## src/rtl/result_frame_tx_if.sv

```systemverilog
// Result-set capture and UART byte-stream handshake bundle for result_frame_tx.
interface result_frame_tx_if #(
    parameter int unsigned DATA_W      = 16,
    parameter int unsigned NUM_RESULTS = 4
);
    logic [NUM_RESULTS*DATA_W-1:0] res_data;
    logic                          res_valid;
    logic                          res_ready;
    logic [7:0]                    tx_data;
    logic                          tx_valid;
    logic                          tx_ack;
    logic                          busy;
    logic                          frame_done;

    modport master (
        output res_data, res_valid, tx_ack,
        input  res_ready, tx_data, tx_valid, busy, frame_done
    );

    modport slave (
        input  res_data, res_valid, tx_ack,
        output res_ready, tx_data, tx_valid, busy, frame_done
    );
endinterface

```

## src/rtl/result_frame_tx.sv

```systemverilog
// Captures one result set and serialises it as SOF, payload bytes (MSB first), EOF.
// Optional XOR checksum byte before EOF when RESULT_FRAME_CSUM_EN is defined.
module result_frame_tx #(
    parameter int unsigned DATA_W      = 16,
    parameter int unsigned NUM_RESULTS = 4,
    parameter logic [7:0]  SOF_BYTE    = 8'hFE,
    parameter logic [7:0]  EOF_BYTE    = 8'hFF
) (
    input  logic              CLK,
    input  logic              RESET,
    result_frame_tx_if.slave  bus
);
    localparam int unsigned BPW       = DATA_W / 8;
    localparam int unsigned NUM_BYTES = NUM_RESULTS * BPW;
    localparam int unsigned CNT_W     = $clog2(NUM_BYTES + 1);
    localparam int unsigned BUF_W     = NUM_RESULTS * DATA_W;
    localparam logic [CNT_W-1:0] LAST_IDX = CNT_W'(NUM_BYTES - 1);

    typedef enum logic [2:0] {
        ST_IDLE,
        ST_SOF,
        ST_PAYLOAD,
`ifdef RESULT_FRAME_CSUM_EN
        ST_CSUM,
`endif
        ST_EOF
    } state_t;

    state_t             state;
    logic [CNT_W-1:0]   idx;
    logic [BUF_W-1:0]   buffer;
    logic               xfer;
`ifdef RESULT_FRAME_CSUM_EN
    logic [7:0]         csum;
`endif

    assign xfer = bus.tx_valid && bus.tx_ack;

    // Byte i of the frame payload: word i/BPW, most significant byte first.
    function automatic logic [7:0] byte_at(input logic [BUF_W-1:0] b,
                                           input logic [CNT_W-1:0] i);
        int unsigned      n;
        int unsigned      off;
        logic [BUF_W-1:0] s;
        n   = 32'(i);
        off = (n / BPW) * DATA_W + (BPW - 1 - (n % BPW)) * 8;
        s   = b >> off;
        return s[7:0];
    endfunction

    always_ff @(posedge CLK or negedge RESET) begin
        if (!RESET) begin
            state          <= ST_IDLE;
            idx            <= '0;
            buffer         <= '0;
            bus.res_ready  <= 1'b1;
            bus.tx_valid   <= 1'b0;
            bus.tx_data    <= 8'h00;
            bus.busy       <= 1'b0;
            bus.frame_done <= 1'b0;
`ifdef RESULT_FRAME_CSUM_EN
            csum           <= 8'h00;
`endif
        end else begin
            bus.frame_done <= 1'b0;
            case (state)
                ST_IDLE: begin
                    if (bus.res_valid && bus.res_ready) begin
                        buffer        <= bus.res_data;
                        state         <= ST_SOF;
                        bus.tx_valid  <= 1'b1;
                        bus.tx_data   <= SOF_BYTE;
                        bus.res_ready <= 1'b0;
                        bus.busy      <= 1'b1;
`ifdef RESULT_FRAME_CSUM_EN
                        csum          <= 8'h00;
`endif
                    end
                end
                ST_SOF: begin
                    if (xfer) begin
                        state       <= ST_PAYLOAD;
                        idx         <= '0;
                        bus.tx_data <= byte_at(buffer, '0);
                    end
                end
                ST_PAYLOAD: begin
                    if (xfer) begin
`ifdef RESULT_FRAME_CSUM_EN
                        csum <= csum ^ bus.tx_data;
`endif
                        if (idx == LAST_IDX) begin
`ifdef RESULT_FRAME_CSUM_EN
                            // Include the byte leaving now; the accumulator lags by one transfer.
                            state       <= ST_CSUM;
                            bus.tx_data <= csum ^ bus.tx_data;
`else
                            state       <= ST_EOF;
                            bus.tx_data <= EOF_BYTE;
`endif
                        end else begin
                            idx         <= idx + 1'b1;
                            bus.tx_data <= byte_at(buffer, idx + 1'b1);
                        end
                    end
                end
`ifdef RESULT_FRAME_CSUM_EN
                ST_CSUM: begin
                    if (xfer) begin
                        state       <= ST_EOF;
                        bus.tx_data <= EOF_BYTE;
                    end
                end
`endif
                ST_EOF: begin
                    if (xfer) begin
                        state          <= ST_IDLE;
                        bus.tx_valid   <= 1'b0;
                        bus.tx_data    <= 8'h00;
                        bus.busy       <= 1'b0;
                        bus.res_ready  <= 1'b1;
                        bus.frame_done <= 1'b1;
                    end
                end
                default: state <= ST_IDLE;
            endcase
        end
    end
endmodule

```

## src/flat_wrapper.sv

```systemverilog
// flat-port wrapper written by rule: the top's interface ports become plain ports
module result_frame_tx_flat 
#(
    parameter int unsigned DATA_W      = 16,
    parameter int unsigned NUM_RESULTS = 4,
    parameter logic [7:0]  SOF_BYTE    = 8'hFE,
    parameter logic [7:0]  EOF_BYTE    = 8'hFF
)
  (CLK, RESET, bus_res_data, bus_res_valid, bus_tx_ack, bus_res_ready, bus_tx_data, bus_tx_valid, bus_busy, bus_frame_done);
  result_frame_tx_if #(.DATA_W(DATA_W), .NUM_RESULTS(NUM_RESULTS)) bus_i ();
  input  logic CLK;
  input  logic RESET;
  input wire logic [$bits(bus_i.res_data)-1:0] bus_res_data;
  input wire logic [$bits(bus_i.res_valid)-1:0] bus_res_valid;
  input wire logic [$bits(bus_i.tx_ack)-1:0] bus_tx_ack;
  output wire logic [$bits(bus_i.res_ready)-1:0] bus_res_ready;
  output wire logic [$bits(bus_i.tx_data)-1:0] bus_tx_data;
  output wire logic [$bits(bus_i.tx_valid)-1:0] bus_tx_valid;
  output wire logic [$bits(bus_i.busy)-1:0] bus_busy;
  output wire logic [$bits(bus_i.frame_done)-1:0] bus_frame_done;
  assign bus_i.res_data = bus_res_data;
  assign bus_i.res_valid = bus_res_valid;
  assign bus_i.tx_ack = bus_tx_ack;
  assign bus_res_ready = bus_i.res_ready;
  assign bus_tx_data = bus_i.tx_data;
  assign bus_tx_valid = bus_i.tx_valid;
  assign bus_busy = bus_i.busy;
  assign bus_frame_done = bus_i.frame_done;
  result_frame_tx #(.DATA_W(DATA_W), .NUM_RESULTS(NUM_RESULTS), .SOF_BYTE(SOF_BYTE), .EOF_BYTE(EOF_BYTE)) u_core (.CLK(CLK), .RESET(RESET), .bus(bus_i));
endmodule
```

## config.mk

```make
export PLATFORM = sky130hd
export DESIGN_NAME = result_frame_tx_flat
export DESIGN_NICKNAME = d
export VERILOG_FILES = /design/src/rtl/result_frame_tx_if.sv /design/src/rtl/result_frame_tx.sv /design/src/flat_wrapper.sv
export SDC_FILE = /design/constraint.sdc
export NUM_CORES = 1
export LEC_CHECK = 0
export ABC_AREA = 1
export CAP_MARGIN = 20
export CORE_AREA = 8 8 102 104
export DETAILED_ROUTE_END_ITERATION = 8
export DIE_AREA = 0 0 110 112
export PLACE_DENSITY_LB_ADDON = 0.25
export SLEW_MARGIN = 40
export SYNTH_ARGS = -nofsm -noshare
export SYNTH_HDL_FRONTEND = slang
export SYNTH_SLANG_ARGS = --single-unit
```

## constraint.sdc

```tcl
create_clock -name CLK -period 1.9 [get_ports CLK]
set_clock_uncertainty 0.2 [all_clocks]
set_input_delay 0.475 -clock CLK [delete_from_list [all_inputs] [get_ports CLK]]
set_output_delay 0.475 -clock CLK [all_outputs]
set_load 0.05 [all_outputs]
```

==> results.json <==
{
  "rsz0062_at_grt": "yes",
  "ant_nets": 0,
  "fp.dieH_um": 112,
  "worstHoldPathCells": 1,
  "holdCritPathClass": "flop to flop",
  "irDropWorstVdd_mv": 0.282,
  "drv_cap": 0,
  "first_iter_violations": 196,
  "setup_viol": 0,
  "r2r_slack_ps": 40,
  "grt_usage_pct": 17.6,
  "port_buffers": 79,
  "drv_slew": 0,
  "finalHoldViolations": 0,
  "final_core_util_pct": 61.7,
  "fp-row-count": 35,
  "clockRootBuffer": "clkbuf_8",
  "fmax_mhz": 537,
  "drc": 0,
  "regArea_um2": 2030,
  "routed_wl_mm": 10.4,
  "final_cells": 659,
  "vias_per_cell": 5.02,
  "synthCells": 453,
  "nets": 617,
  "clockBufferDepth": 2,
  "ys_warn_count": 0,
  "crit_type": "flop to flop",
  "synth_cell_types": 28,
  "crit_path_start_kind": "flop",
  "dr_total_vias": 3307,
  "dr.pass1.iters": 4,
  "ys_ff_latch": 81,
  "slew_headroom_pct": 70.7,
  "place_inst": 639,
  "grt_pass1_vias": 3513,
  "synth.yosys.seq_area_share_pct": 50.2,
  "grt_pass1_wl_mm": 17.1,
  "num_io_pins": 80,
  "grt_max_degree": 41,
  "crit_fanout": 8,
  "clkTransAtPathRegs_ps": 80,
  "min_period_ps": 1860,
  "arrival_ps": 1900,
  "fillers": 780,
  "rr_worst_depth": 10,
  "multiInputGateArea_um2": 1750,
  "wire_per_inst_um": 15.8,
  "syn_area_um2": 4040,
  "numCtsBuffers": 9,
  "cts_tree": "done",
  "p_leak_nw": 2.70,
  "synth_nets": 527,
  "die_x_um": 110,
  "antenna_cells": 0,
  "worstReg2RegStart": "u_core.state[1]",
  "syn_area_per_cell_um2": 8.91,
  "worst_slew_pin_slew_ps": 440,
  "min-delay-start": "u_core.buffer[39]",
  "clk_latency_ps": 350,
  "place.gp.congestion": 0.848,
  "startpoint": "u_core.state[1]",
  "power.density_nw_per_um2": 571,
  "post-route-period-util_pct": 98.1,
  "start_util_pct": 45.4,
  "cts-htree-levels": 3,
  "grt_remaining_overflow": 0,
  "min_to": "u_core.buffer[39]",
  "core_region_area_um2": 8890,
  "post-dp-hpwl_mm": 7.72,
  "die-area_um2": 12300,
  "r2r-end": "u_core.bus.tx_data[2]",
  "antenna_found_initial": 0,
  "status": "completed",
  "drive_above_1_share_pct": 19.5,
  "cp.required_ps": 1930,
  "cts_sinks": 81,
  "worst_setup_path_end_kind": "flop",
  "area_growth_pct": 35.9
}
[worst max-delay path by stage]
stage | cells after the start | endpoint | slack (ps)
global route | 10 | u_core.bus.tx_data[1] | -30
detailed placement | 8 | u_core.bus.tx_data[1] | -240
global placement | 8 | u_core.bus.tx_data[4] | -170
floorplan | 10 | u_core.bus.tx_data[1] | 80
finish | 10 | u_core.bus.tx_data[2] | 40
CTS | 8 | u_core.bus.tx_data[5] | 3
[area by class of cell]
| type | count | share of cell area, % |
|---|---|---|
| clock buffers | 11 | 2.39 |
| inverters | 57 | 3.94 |
| multi-input cells | 291 | 31.9 |
| repair buffers | 103 | 21.2 |
| well taps | 111 | 2.53 |
| flip-flops and latches | 81 | 37.0 |
| clock inverters | 5 | 1.03 |
[sequential cells by signal (all words and copies together) (netlist names)]
register,flops
u_core.bus.frame_done,1
u_core.bus.tx_data,8
u_core.bus.res_ready,1
u_core.idx,4
u_core.state,2
u_core.bus.tx_valid,1
u_core.buffer,64
[metrics by stage]
step	setup WS (ps)	area (um2)	power [mW]	hold slack, ps	setup TNS (ps)
floorplan	78.4	4040	1.76	-20.6	0
global placement	-167	5160	1.95	242	-3400
detailed placement	-236	5160	1.95	252	-4260
CTS	3.08	5370	3.17	304	0
global route	-26.3	5490	3.26	318	-133
finish	36.6	5490	3.13	300	0
[where the power goes]
| part | leakage, nW | total (mW) | internal, mW | switching [mW] |
|---|---|---|---|---|
| Combinational | 1.72 | 0.188 | 0.129 | 0.0590 |
| Clock | 0.0933 | 1.22 | 0.607 | 0.615 |
| Sequential | 0.881 | 1.72 | 1.72 | 0 |
[worst max-delay path: stages, from the launching register on]
cell,delay (ps)
dfrtp_1,430
inv_2,90
ha_4,180
nor2_4,110
nand2_2,80
nand2_2,100
nand2_4,60
nor2_4,180
nand2_4,130
a21oi_1,130
a21oi_1,70
[layout by cell type, fill, tap and decap left out, types with 3 or more instances in the layout]
cell type / Yosys / layout
nand2_1: 74 / 71
dfrtp_1: 80 / 79
mux2_2: 20 / 20
buf_12: 0 / 17
nand3_1: 34 / 34
a21oi_1: 51 / 44
o21ai_0: 8 / 6
clkbuf_8: 1 / 9
a21oi_2: 0 / 7
clkdlybuf4s50_1: 0 / 66
inv_1: 56 / 54
o22ai_1: 3 / 3
buf_4: 3 / 17
or2_2: 7 / 7
o211ai_1: 17 / 17
nor2_1: 53 / 50
mux2_1: 8 / 8
[Yosys cell counts]
cell       n  area, um2
a21oi_1   51        255
buf_2      9       45.0
buf_4      3       22.5
buf_6      3       33.8
clkbuf_1   8       30.0
clkbuf_8   1       13.8
dfrtp_1   80       2000
dfstp_2    1       26.3
ha_1       6       75.1
inv_1     56        210
inv_2      1       3.75
mux2_1     8       90.1
mux2_2    20        225
nand2_1   74        278
nand2_4    1       11.3
nand3_1   34        170
nand3_2    3       30.0
nor2_1    53        199
nor2_4     1       11.3
o211ai_1  17        128
o21a_1     1       7.51
o21ai_0    8       40.0
o22ai_1    3       18.8
o31ai_1    1       7.51
or2_2      7       43.8
xnor2_2    1       16.3
xor2_2     1       16.3
xor2_4     1       27.5
[what timing repair did]
action | CTS | global route
gates resized for setup | 0 | 30
setup buffers | 1 | 2
pin swaps | 0 | 6
gates cloned | 0 | 0
setup endpoints to repair | 4 | 8
hold buffers | 1 | 0
hold endpoints to repair | 27 | 0
[layer usage]
metal  vias up  routed length, um  share of wire [%]  global-route usage [%]
li1       1641                  -                  -                       -
met1      1567               4600                 44                    22.3
met2        86               5120                 49                    28.1
met3        13                499                4.8                    3.47
met4         0                199                1.9                    7.66
met5         -                  0                  0                       0
[logic make-up (layout without fill, tap and decap cells)]
logic type      Yosys count  in the layout  synth area share, %
flops                    81             81                 50.2
mux                      28             28                 7.81
buf+inv                  81            176                 8.89
compound gates           81             81                 11.3
xor+xnor                  3              3                 1.49
fa+ha+maj                 6              6                 1.86
simple gates            173            173                 18.4
(Power assumes the default switching activity.)
